### src/rtl/shot_pkg.sv
// Shared definitions for the projectile tracer.
// Contents:
//   state_e  - tracer FSM encoding (IDLE / FLY / DONE).
//   result_e - flight termination codes (NONE / HIT / TOP / WALL).
//              The collision/score logic reuses these codes.
package shot_pkg;

  typedef enum logic [1:0] {
    ST_IDLE = 2'd0,
    ST_FLY  = 2'd1,
    ST_DONE = 2'd2
  } state_e;

  typedef enum logic [1:0] {
    RES_NONE = 2'd0,
    RES_HIT  = 2'd1,
    RES_TOP  = 2'd2,
    RES_WALL = 2'd3
  } result_e;

endpackage

### src/rtl/shot_step.sv
// Combinational single-step projectile kinematics.
// Computes the candidate next position from the current position and the
// latched aim vector, using 7-bit signed arithmetic so that under- and
// overflow of the 5-bit playfield can be detected.
// Configuration macro: SHOT_BOUNCE_EN (reflect at the side walls).
// Ports:
//   x_i, y_i     - current projectile column / row
//   run_i        - x step magnitude
//   rise_i       - y step
//   dir_i        - 1: x increases, 0: x decreases
//   nx_o         - next column (post-bounce when SHOT_BOUNCE_EN is defined)
//   ny_o         - next row
//   wall_o       - raw next column lies outside 0..X_MAX
//   top_o        - next row exceeds Y_MAX
//   dir_o        - next direction (inverted on a bounce)
module shot_step
  import shot_pkg::*;
#(
  parameter int X_MAX = 31,
  parameter int Y_MAX = 31
) (
  input  logic [4:0] x_i,
  input  logic [4:0] y_i,
  input  logic [4:0] run_i,
  input  logic [4:0] rise_i,
  input  logic       dir_i,
  output logic [4:0] nx_o,
  output logic [4:0] ny_o,
  output logic       wall_o,
  output logic       top_o,
  output logic       dir_o
);

  localparam logic signed [6:0] XMAX_S = 7'(X_MAX);
  localparam logic signed [6:0] YMAX_S = 7'(Y_MAX);

  logic signed [6:0] xs, ys, rs, es;
  logic signed [6:0] nx7, ny7;
`ifdef SHOT_BOUNCE_EN
  logic signed [6:0] refl;
`endif

  always_comb begin
    xs     = {2'b00, x_i};
    ys     = {2'b00, y_i};
    rs     = {2'b00, run_i};
    es     = {2'b00, rise_i};
    nx7    = dir_i ? (xs + rs) : (xs - rs);
    ny7    = ys + es;
    wall_o = (nx7 < 7'sd0) || (nx7 > XMAX_S);
    top_o  = (ny7 > YMAX_S);
    ny_o   = ny7[4:0];
`ifdef SHOT_BOUNCE_EN
    // Mirror about the violated wall, then clamp in case a large run
    // overshoots the opposite side as well.
    if (nx7 < 7'sd0) begin
      refl = -nx7;
    end else if (nx7 > XMAX_S) begin
      refl = XMAX_S + XMAX_S - nx7;
    end else begin
      refl = nx7;
    end
    if (refl < 7'sd0) begin
      refl = 7'sd0;
    end else if (refl > XMAX_S) begin
      refl = XMAX_S;
    end
    nx_o  = refl[4:0];
    dir_o = wall_o ? ~dir_i : dir_i;
`else
    nx_o  = nx7[4:0];
    dir_o = dir_i;
`endif
  end

endmodule

### src/rtl/shot_tracer.sv
// Projectile tracer: latches an aim vector on fire and advances a projectile
// across the playfield one step per game tick, reporting live coordinates
// and a registered termination result.
// Configuration macro: SHOT_BOUNCE_EN (side walls reflect instead of ending
// the flight; WALL is then never reported).
// Ports:
//   clk, reset_n         - clock, asynchronous active-low reset
//   fire                 - launch request (IDLE only)
//   tick                 - game-step strobe (FLY only)
//   hit                  - collision flag (FLY only, beats tick)
//   x_pos, run, rise, dir - aim vector, latched at launch
//   shot_x, shot_y       - projectile position
//   active / ready / done - FLY / IDLE / DONE state decode
//   result               - termination cause, held until next launch
module shot_tracer
  import shot_pkg::*;
#(
  parameter int X_MAX = 31,
  parameter int Y_MAX = 31
) (
  input  logic       clk,
  input  logic       reset_n,
  input  logic       fire,
  input  logic       tick,
  input  logic       hit,
  input  logic [4:0] x_pos,
  input  logic [4:0] run,
  input  logic [4:0] rise,
  input  logic       dir,
  output logic [4:0] shot_x,
  output logic [4:0] shot_y,
  output logic       active,
  output logic       ready,
  output logic       done,
  output logic [1:0] result
);

  state_e     state_q, state_d;
  logic [4:0] x_q, x_d;
  logic [4:0] y_q, y_d;
  logic [4:0] run_q, run_d;
  logic [4:0] rise_q, rise_d;
  logic       dir_q, dir_d;
  result_e    res_q, res_d;

  logic [4:0] step_nx, step_ny;
  logic       step_wall, step_top, step_dir;

  shot_step #(
    .X_MAX(X_MAX),
    .Y_MAX(Y_MAX)
  ) u_step (
    .x_i   (x_q),
    .y_i   (y_q),
    .run_i (run_q),
    .rise_i(rise_q),
    .dir_i (dir_q),
    .nx_o  (step_nx),
    .ny_o  (step_ny),
    .wall_o(step_wall),
    .top_o (step_top),
    .dir_o (step_dir)
  );

  always_comb begin
    state_d = state_q;
    x_d     = x_q;
    y_d     = y_q;
    run_d   = run_q;
    rise_d  = rise_q;
    dir_d   = dir_q;
    res_d   = res_q;
    unique case (state_q)
      ST_IDLE: begin
        if (fire) begin
          run_d   = run;
          // Zero rise would never reach the top row; force progress.
          rise_d  = (rise == 5'd0) ? 5'd1 : rise;
          dir_d   = dir;
          x_d     = x_pos;
          y_d     = '0;
          res_d   = RES_NONE;
          state_d = ST_FLY;
        end
      end
      ST_FLY: begin
        if (hit) begin
          res_d   = RES_HIT;
          state_d = ST_DONE;
        end else if (tick) begin
          if (step_top) begin
            res_d   = RES_TOP;
            state_d = ST_DONE;
`ifndef SHOT_BOUNCE_EN
          end else if (step_wall) begin
            res_d   = RES_WALL;
            state_d = ST_DONE;
`endif
          end else begin
            x_d   = step_nx;
            y_d   = step_ny;
            dir_d = step_dir;
          end
        end
      end
      ST_DONE: state_d = ST_IDLE;
      default: state_d = ST_IDLE;
    endcase
  end

  always_ff @(posedge clk or negedge reset_n) begin
    if (!reset_n) begin
      state_q <= ST_IDLE;
      x_q     <= '0;
      y_q     <= '0;
      run_q   <= '0;
      rise_q  <= '0;
      dir_q   <= 1'b0;
      res_q   <= RES_NONE;
    end else begin
      state_q <= state_d;
      x_q     <= x_d;
      y_q     <= y_d;
      run_q   <= run_d;
      rise_q  <= rise_d;
      dir_q   <= dir_d;
      res_q   <= res_d;
    end
  end

  assign shot_x = x_q;
  assign shot_y = y_q;
  assign result = res_q;
  assign active = (state_q == ST_FLY);
  assign ready  = (state_q == ST_IDLE);
  assign done   = (state_q == ST_DONE);

endmodule

### config.mk
export PLATFORM = sky130hd
export DESIGN_NAME = shot_tracer
export DESIGN_NICKNAME = d
export VERILOG_FILES = /design/src/rtl/shot_pkg.sv /design/src/rtl/shot_step.sv /design/src/rtl/shot_tracer.sv
export SDC_FILE = /design/constraint.sdc
export NUM_CORES = 1
export LEC_CHECK = 0
export BUFFER_PORTS_ARGS = -buffer_cell sky130_fd_sc_hd__buf_2
export CELL_PAD_IN_SITES_DETAIL_PLACEMENT = 0
export CELL_PAD_IN_SITES_GLOBAL_PLACEMENT = 2
export CORE_MARGIN = 5
export CORE_UTILIZATION = 33
export DETAILED_ROUTE_END_ITERATION = 8
export PLACE_DENSITY = 0.85
export RECOVER_POWER = 100
export SLEW_MARGIN = 20
export SYNTH_ARGS = -nofsm -noshare
export SYNTH_HDL_FRONTEND = slang
export SYNTH_HIERARCHICAL = 1
export SYNTH_SLANG_ARGS = --single-unit
### constraint.sdc
create_clock -name clk -period 3.1 [get_ports clk]
set_input_delay 0.155 -clock clk [delete_from_list [all_inputs] [get_ports clk]]
set_output_delay 0.155 -clock clk [all_outputs]
set_load 0.02 [all_outputs]
Word level (Yosys, flattened, before mapping)
Cells that the tools add are included.

Bits of input ports: 21. Flip-flop bits (word level): 25. Latch bits: 0. Bits in writable memories: 0. Memories kept: 0. Output and inout port bits: 15. ROM bits: 0.

Magnitude comparators: 3. Shifts and indexed selects: 0. Reduce and logical (&&, ||, !) cells: 8. Mux-type cells: 26. $add $sub $neg: 3. Div/mod/pow operators: 0. Equality and inequality tests: 9. Bitwise operators: 0. $mul: 0.

Operators with widths (number): 5-bit 2-to-1 mux (11); 2-bit 2-to-1 mux (10); 5-bit case mux with 2 select lines (2); 7-bit by 6-bit greater-than comparator with 1-bit output (second input constant) (2); 5-bit by 5-bit adder with 6-bit output (2); 2-bit inequality test (second input constant) (5); 2-bit case mux with 2 select lines (2); 7-bit by 1-bit less-than comparator with 1-bit output (second input constant) (1); 7-bit 2-to-1 mux (1); 6-bit AND reduction (1); 5-bit by 5-bit subtractor with 6-bit output (1); 5-bit zero test (1); 4-bit by 2-bit inequality test with 1-bit output (second input constant) (1); 4-bit AND reduction (1); 3-bit inequality test (second input constant) (1); 3-bit AND reduction (1); 2-bit by 1-bit == test with 1-bit output (second input constant) (1); 2-bit == test (second input constant) (1); 2-bit zero test (1); 2-bit AND reduction (1); 2-bit nonzero test (1); 1-bit logical OR (1).

Longest topological paths before layout
Depth in word-level cells: 9. Depth in mapped cells: 10.

Modules after synthesis
The synthesis kept the hierarchy.

By module, submodules not included: shot_tracer (cells an instance 98, area an instance 1111.1 µm², seq. area each 625.6 µm², times used 1); shot_step (cells an instance 69, area an instance 549.3 µm², seq. area each 0.0 µm², times used 1).

Least setup slack after synthesis
Ideal clock, no wire load.

Path kind: register -> register. From: register x_q[2] (netlist: shot_x[2]). To: register x_q[3] (netlist: shot_x[3]). Required time: 2.977 ns. Arrival: 2.577 ns. Setup slack: 0.400 ns. Stages on the path, launching flop included: 10. Cells stage by stage: dfrtp_1 ha_1 nor2_1 a221oi_2 o31ai_1 a22o_1 or4b_4 or2_0 buf_2 o221a_1.

RTL lines: start, declared (line shot_tracer.sv:39) `logic [4:0] x_q, x_d;`; start signal, assigned (line shot_tracer.sv:114) `x_q <= '0;`; start signal, assigned (line shot_tracer.sv:122) `x_q <= x_d;`; 5-bit by 5-bit subtractor with 6-bit output / 5-bit by 5-bit adder with 6-bit output (equally long branches) (line shot_step.sv:48) `nx7 = dir_i ? (xs + rs) : (xs - rs);`; 7-bit 2-to-1 mux (*) (line shot_step.sv:48); 7-bit by 1-bit less-than comparator with 1-bit output / 7-bit by 6-bit greater-than comparator with 1-bit output (equally long branches) (line shot_step.sv:50) `wall_o = (nx7 < 7'sd0) || (nx7 > XMAX_S);`; 1-bit logical OR (*) (line shot_step.sv:50); via step_wall (line shot_tracer.sv:47) `logic step_wall, step_top, step_dir;`; 2-bit inequality test (no line) (*); 6-bit AND reduction (no line) (*).

The timed path passes the listed nets; every way through them passes the cells marked *. The select of a mux whose other input is x is not followed. A chain may end at the register's enable or synchronous reset.

Final worst setup path
From: register x_q[2] (netlist: shot_x[2]). To: register x_q[4] (netlist: shot_x[4]).

The elaborated chain is that of the path after synthesis.

==> key figures <==
Setup path
  – CP Cell Sequence: ha_1 -> inv_1 -> a221oi_2 -> o31ai_1 -> a22o_1 -> or4b_1 -> clkbuf_2 -> o32a_1 -> o21a_1
  – Kind of cell adding the most delay to the critical path: compound AO/OA/AOI/OAI gates
  – Startpoint types: flop
  – FF-to-FF setup slack: 0.26 ns
  – Critical-path maximum fanout: 12
  – CP endpoint kind: flop
  – CP Class: flop to flop
  – CP bufs+invs: 2
  – Data required, critical path: about 3.3 ns
  – Largest stage delay, worst path: approximately 0.48 ns
  – Slowest-stage cell, CP: or4b_1
  – CP Data Arrival Time: 3.02 ns

Route
  – Total number of vias: between 1,000 and 1,500
  – Wirelength per Cell: 13.9 um
  – Drt pass-1 iters: 4
  – Antenna-violating nets left: 0
  – Residual DRC: 0
  – Vias/cell: around 4.9
  – Drt total wl: 3690 um
  – Initial DRC Count: 78

STA
  – Fmax: between 300 and 400 MHz
  – Final Critical Period: 2.84 ns
  – Slew Viols, Final: 0
  – Clock skew: 0.0146 ns
  – Final Setup Violations: 0
  – Unrepaired setup endpoints after global routing: false
  – TNS Setup: 0 ns
  – Final hold violations: 0
  – Worst-Margin Slew: 1.40 ns
  – Slew HR: 6.84%
  – Period utilisation layout: 91.7%

Final layout
  – Nets@finish: 239
  – Post-route cell area: 1910 um2
  – Antenna fix cells: 0
  – Share of cells above drive strength 1: 17.6%
  – Synth-to-Final Area Change: 15.3%
  – FF/Latch Area: 626 um2
  – Area occupied by multi-input gates: slightly above 900 um2
  – Fill cells: 516

Flow run
  – Max cap viols: 0

Synthesis
  – YS warnings: 6
  – Mean Syn Cell Area: a little under 10 um2
  – Async SR Flop Fraction: 100%
  – Synth Cell Area: 1660 um2
  – Most common cell in the synthesized netlist: dfrtp_1
  – Ys flop type: dfrtp_1
  – Post-synth EDFFs: 0
  – Synth top area share: 37.7%
  – Synth area leader: dfrtp_1
  – Cells after synthesis: 167
  – Synth top cells by count: dfrtp_1 (25), inv_1 (20), ha_1 (15)
  – Synth area leaders: dfrtp_1 (38%), ha_1 (11%), mux2_2 (6.8%)
  – Post-synth cell types: 37
  – Post-Syn Nets: 206
  – Yosys reg bits: 25
  – Post-synthesis sequential area ratio: 37.7%

Clock tree
  – CTS root buf: clkbuf_8
  – Max clock buf depth: 2
  – H-tree Lvls: 1
  – Clk slew on worst S/H paths: 0.10 ns
  – Inserted Clock Buffers: 3
  – CTS tree: built
  – CTS Sinks: 25
  – Clk_lat worst skew: 0.27 ns
  – Post_cts resized: 0

Floorplan
  – Initial Util: about a third
  – I/O Pins: 36
  – Die Y-Extent: 80.9 um
  – # rows: 25
  – DIE WIDTH: 80.9 um
  – Die area: around 6500 um2
  – Core area: 4820 um2

Place
  – HPWL Detailed: around 2800 um
  – Area after DPL: 1880 um2
  – Routability cong.: 0.738
  – I/O Buffers: 35

GRT
  – Global route overflow: 0
  – Number of global-route vias before repair: between 1,000 and 1,500
  – GRT Total Usage: 12.1%
  – Largest net degree at the start of global routing: 28
  – First-pass GRT wire length: 6220 um
  – Antenna violations before repair: 0

Power and ir drop
  – VDD IR max: roughly 0.00037 V
  – Power Density: 1070 nW/um2
  – Final Power: roughly 2 mW
  – Pleak: 0.890 nW

Run status
  – Status: completed

Worst hold path
  – Tightest Hold Check Type: primary input to flop
==> state kept, by name (all words and copies together), names as in the netlist <==
name	cells
dir_q	1
rise_q	5
shot_y	5
shot_x	5
result	2
state_q	2
run_q	5
==> per-stage QoR <==
| step | cells | utilization, % | setup slack (ns) | hold slack (ns) |
|---|---|---|---|---|
| finish | 266 | 39.7 | 0.258 | 0.103 |
| global route | 266 | 39.7 | 0.0763 | 0.0912 |
| CTS | 266 | 40.3 | 0.282 | 0.0954 |
| detailed placement | 261 | 39.1 | 0.299 | 0.199 |
| global placement | 261 | 39.1 | 0.344 | 0.194 |
| floorplan | 167 | - | 0.400 | -0.141 |
==> power by group <==
| part | switching [mW] | leakage, nW | internal, mW | total, mW |
|---|---|---|---|---|
| Clock | 0.107 | 0.0255 | 0.0899 | 0.197 |
| Combinational | 0.691 | 0.560 | 0.544 | 1.24 |
| Sequential | 0.152 | 0.305 | 0.468 | 0.620 |
==> cells by family after synthesis <==
group	after synthesis	share of synthesized area, %
AOI/OAI and AO/OA	51	21.6
buffers and inverters	30	7.31
and+or+nand+nor	26	7.84
DFF	25	37.7
adders and majority gates	18	14.9
muxes	12	7.99
xor gates and xnor gates	5	2.64
==> final cells by class <==
| class | instances | area share [%] |
|---|---|---|
| Clock buffer | 3 | 2.16 |
| Clock inverter | 1 | 0.261 |
| Inverter | 21 | 4.12 |
| Multi-Input combinational cell | 112 | 47.5 |
| Sequential cell | 25 | 32.7 |
| Tap cell | 67 | 4.38 |
| Timing Repair Buffer | 37 | 8.89 |
==> layer usage <==
| metal | vias up | track usage (%) | share of wire (%) |
|---|---|---|---|
| met5 | - | 0 | 0 |
| met2 | 30 | 20.6 | 49 |
| met4 | 0 | 2.03 | 0.65 |
| met1 | 625 | 15.3 | 44 |
| li1 | 653 | - | - |
| met3 | 2 | 3.88 | 6.2 |
==> layout by cell type (no fill, tap or decap), drive strengths merged, types with 2 or more instances in the layout <==
master and instances:
dfrtp 25, nor2 10, xnor2 5, mux2 10, a21oi 5, a21o 2
o32ai 3, a31oi 2, fa 3, mux2i 2, o21ai 14, a22o 2
clkbuf 20, inv 21, buf 19, o32a 3, a211oi 4, ha 15
nand2 7, nand2b 2, o21a 4, o211ai 6, o31ai 2
==> path summary, 6_finish.rpt <==
path                        endpoint      start  depth (start not counted)
setup / recovery           shot_x[4]  shot_x[2]                          9
hold / removal              run_q[0]     run[0]                          2
min in group asynchronous  shot_x[1]    reset_n                          2
hold reg to reg            rise_q[0]  rise_q[0]                          2
max in group asynchronous  shot_y[0]    reset_n                          2
setup reg to reg           shot_x[4]  shot_x[2]                          9
==> what timing repair did <==
item / in CTS / in global routing
hold buffers: 1 / 0
buffers inserted: 0 / 0
endpoints found under the hold margin: 25 / 0
Note: power is estimated with default switching activity, not from simulation.
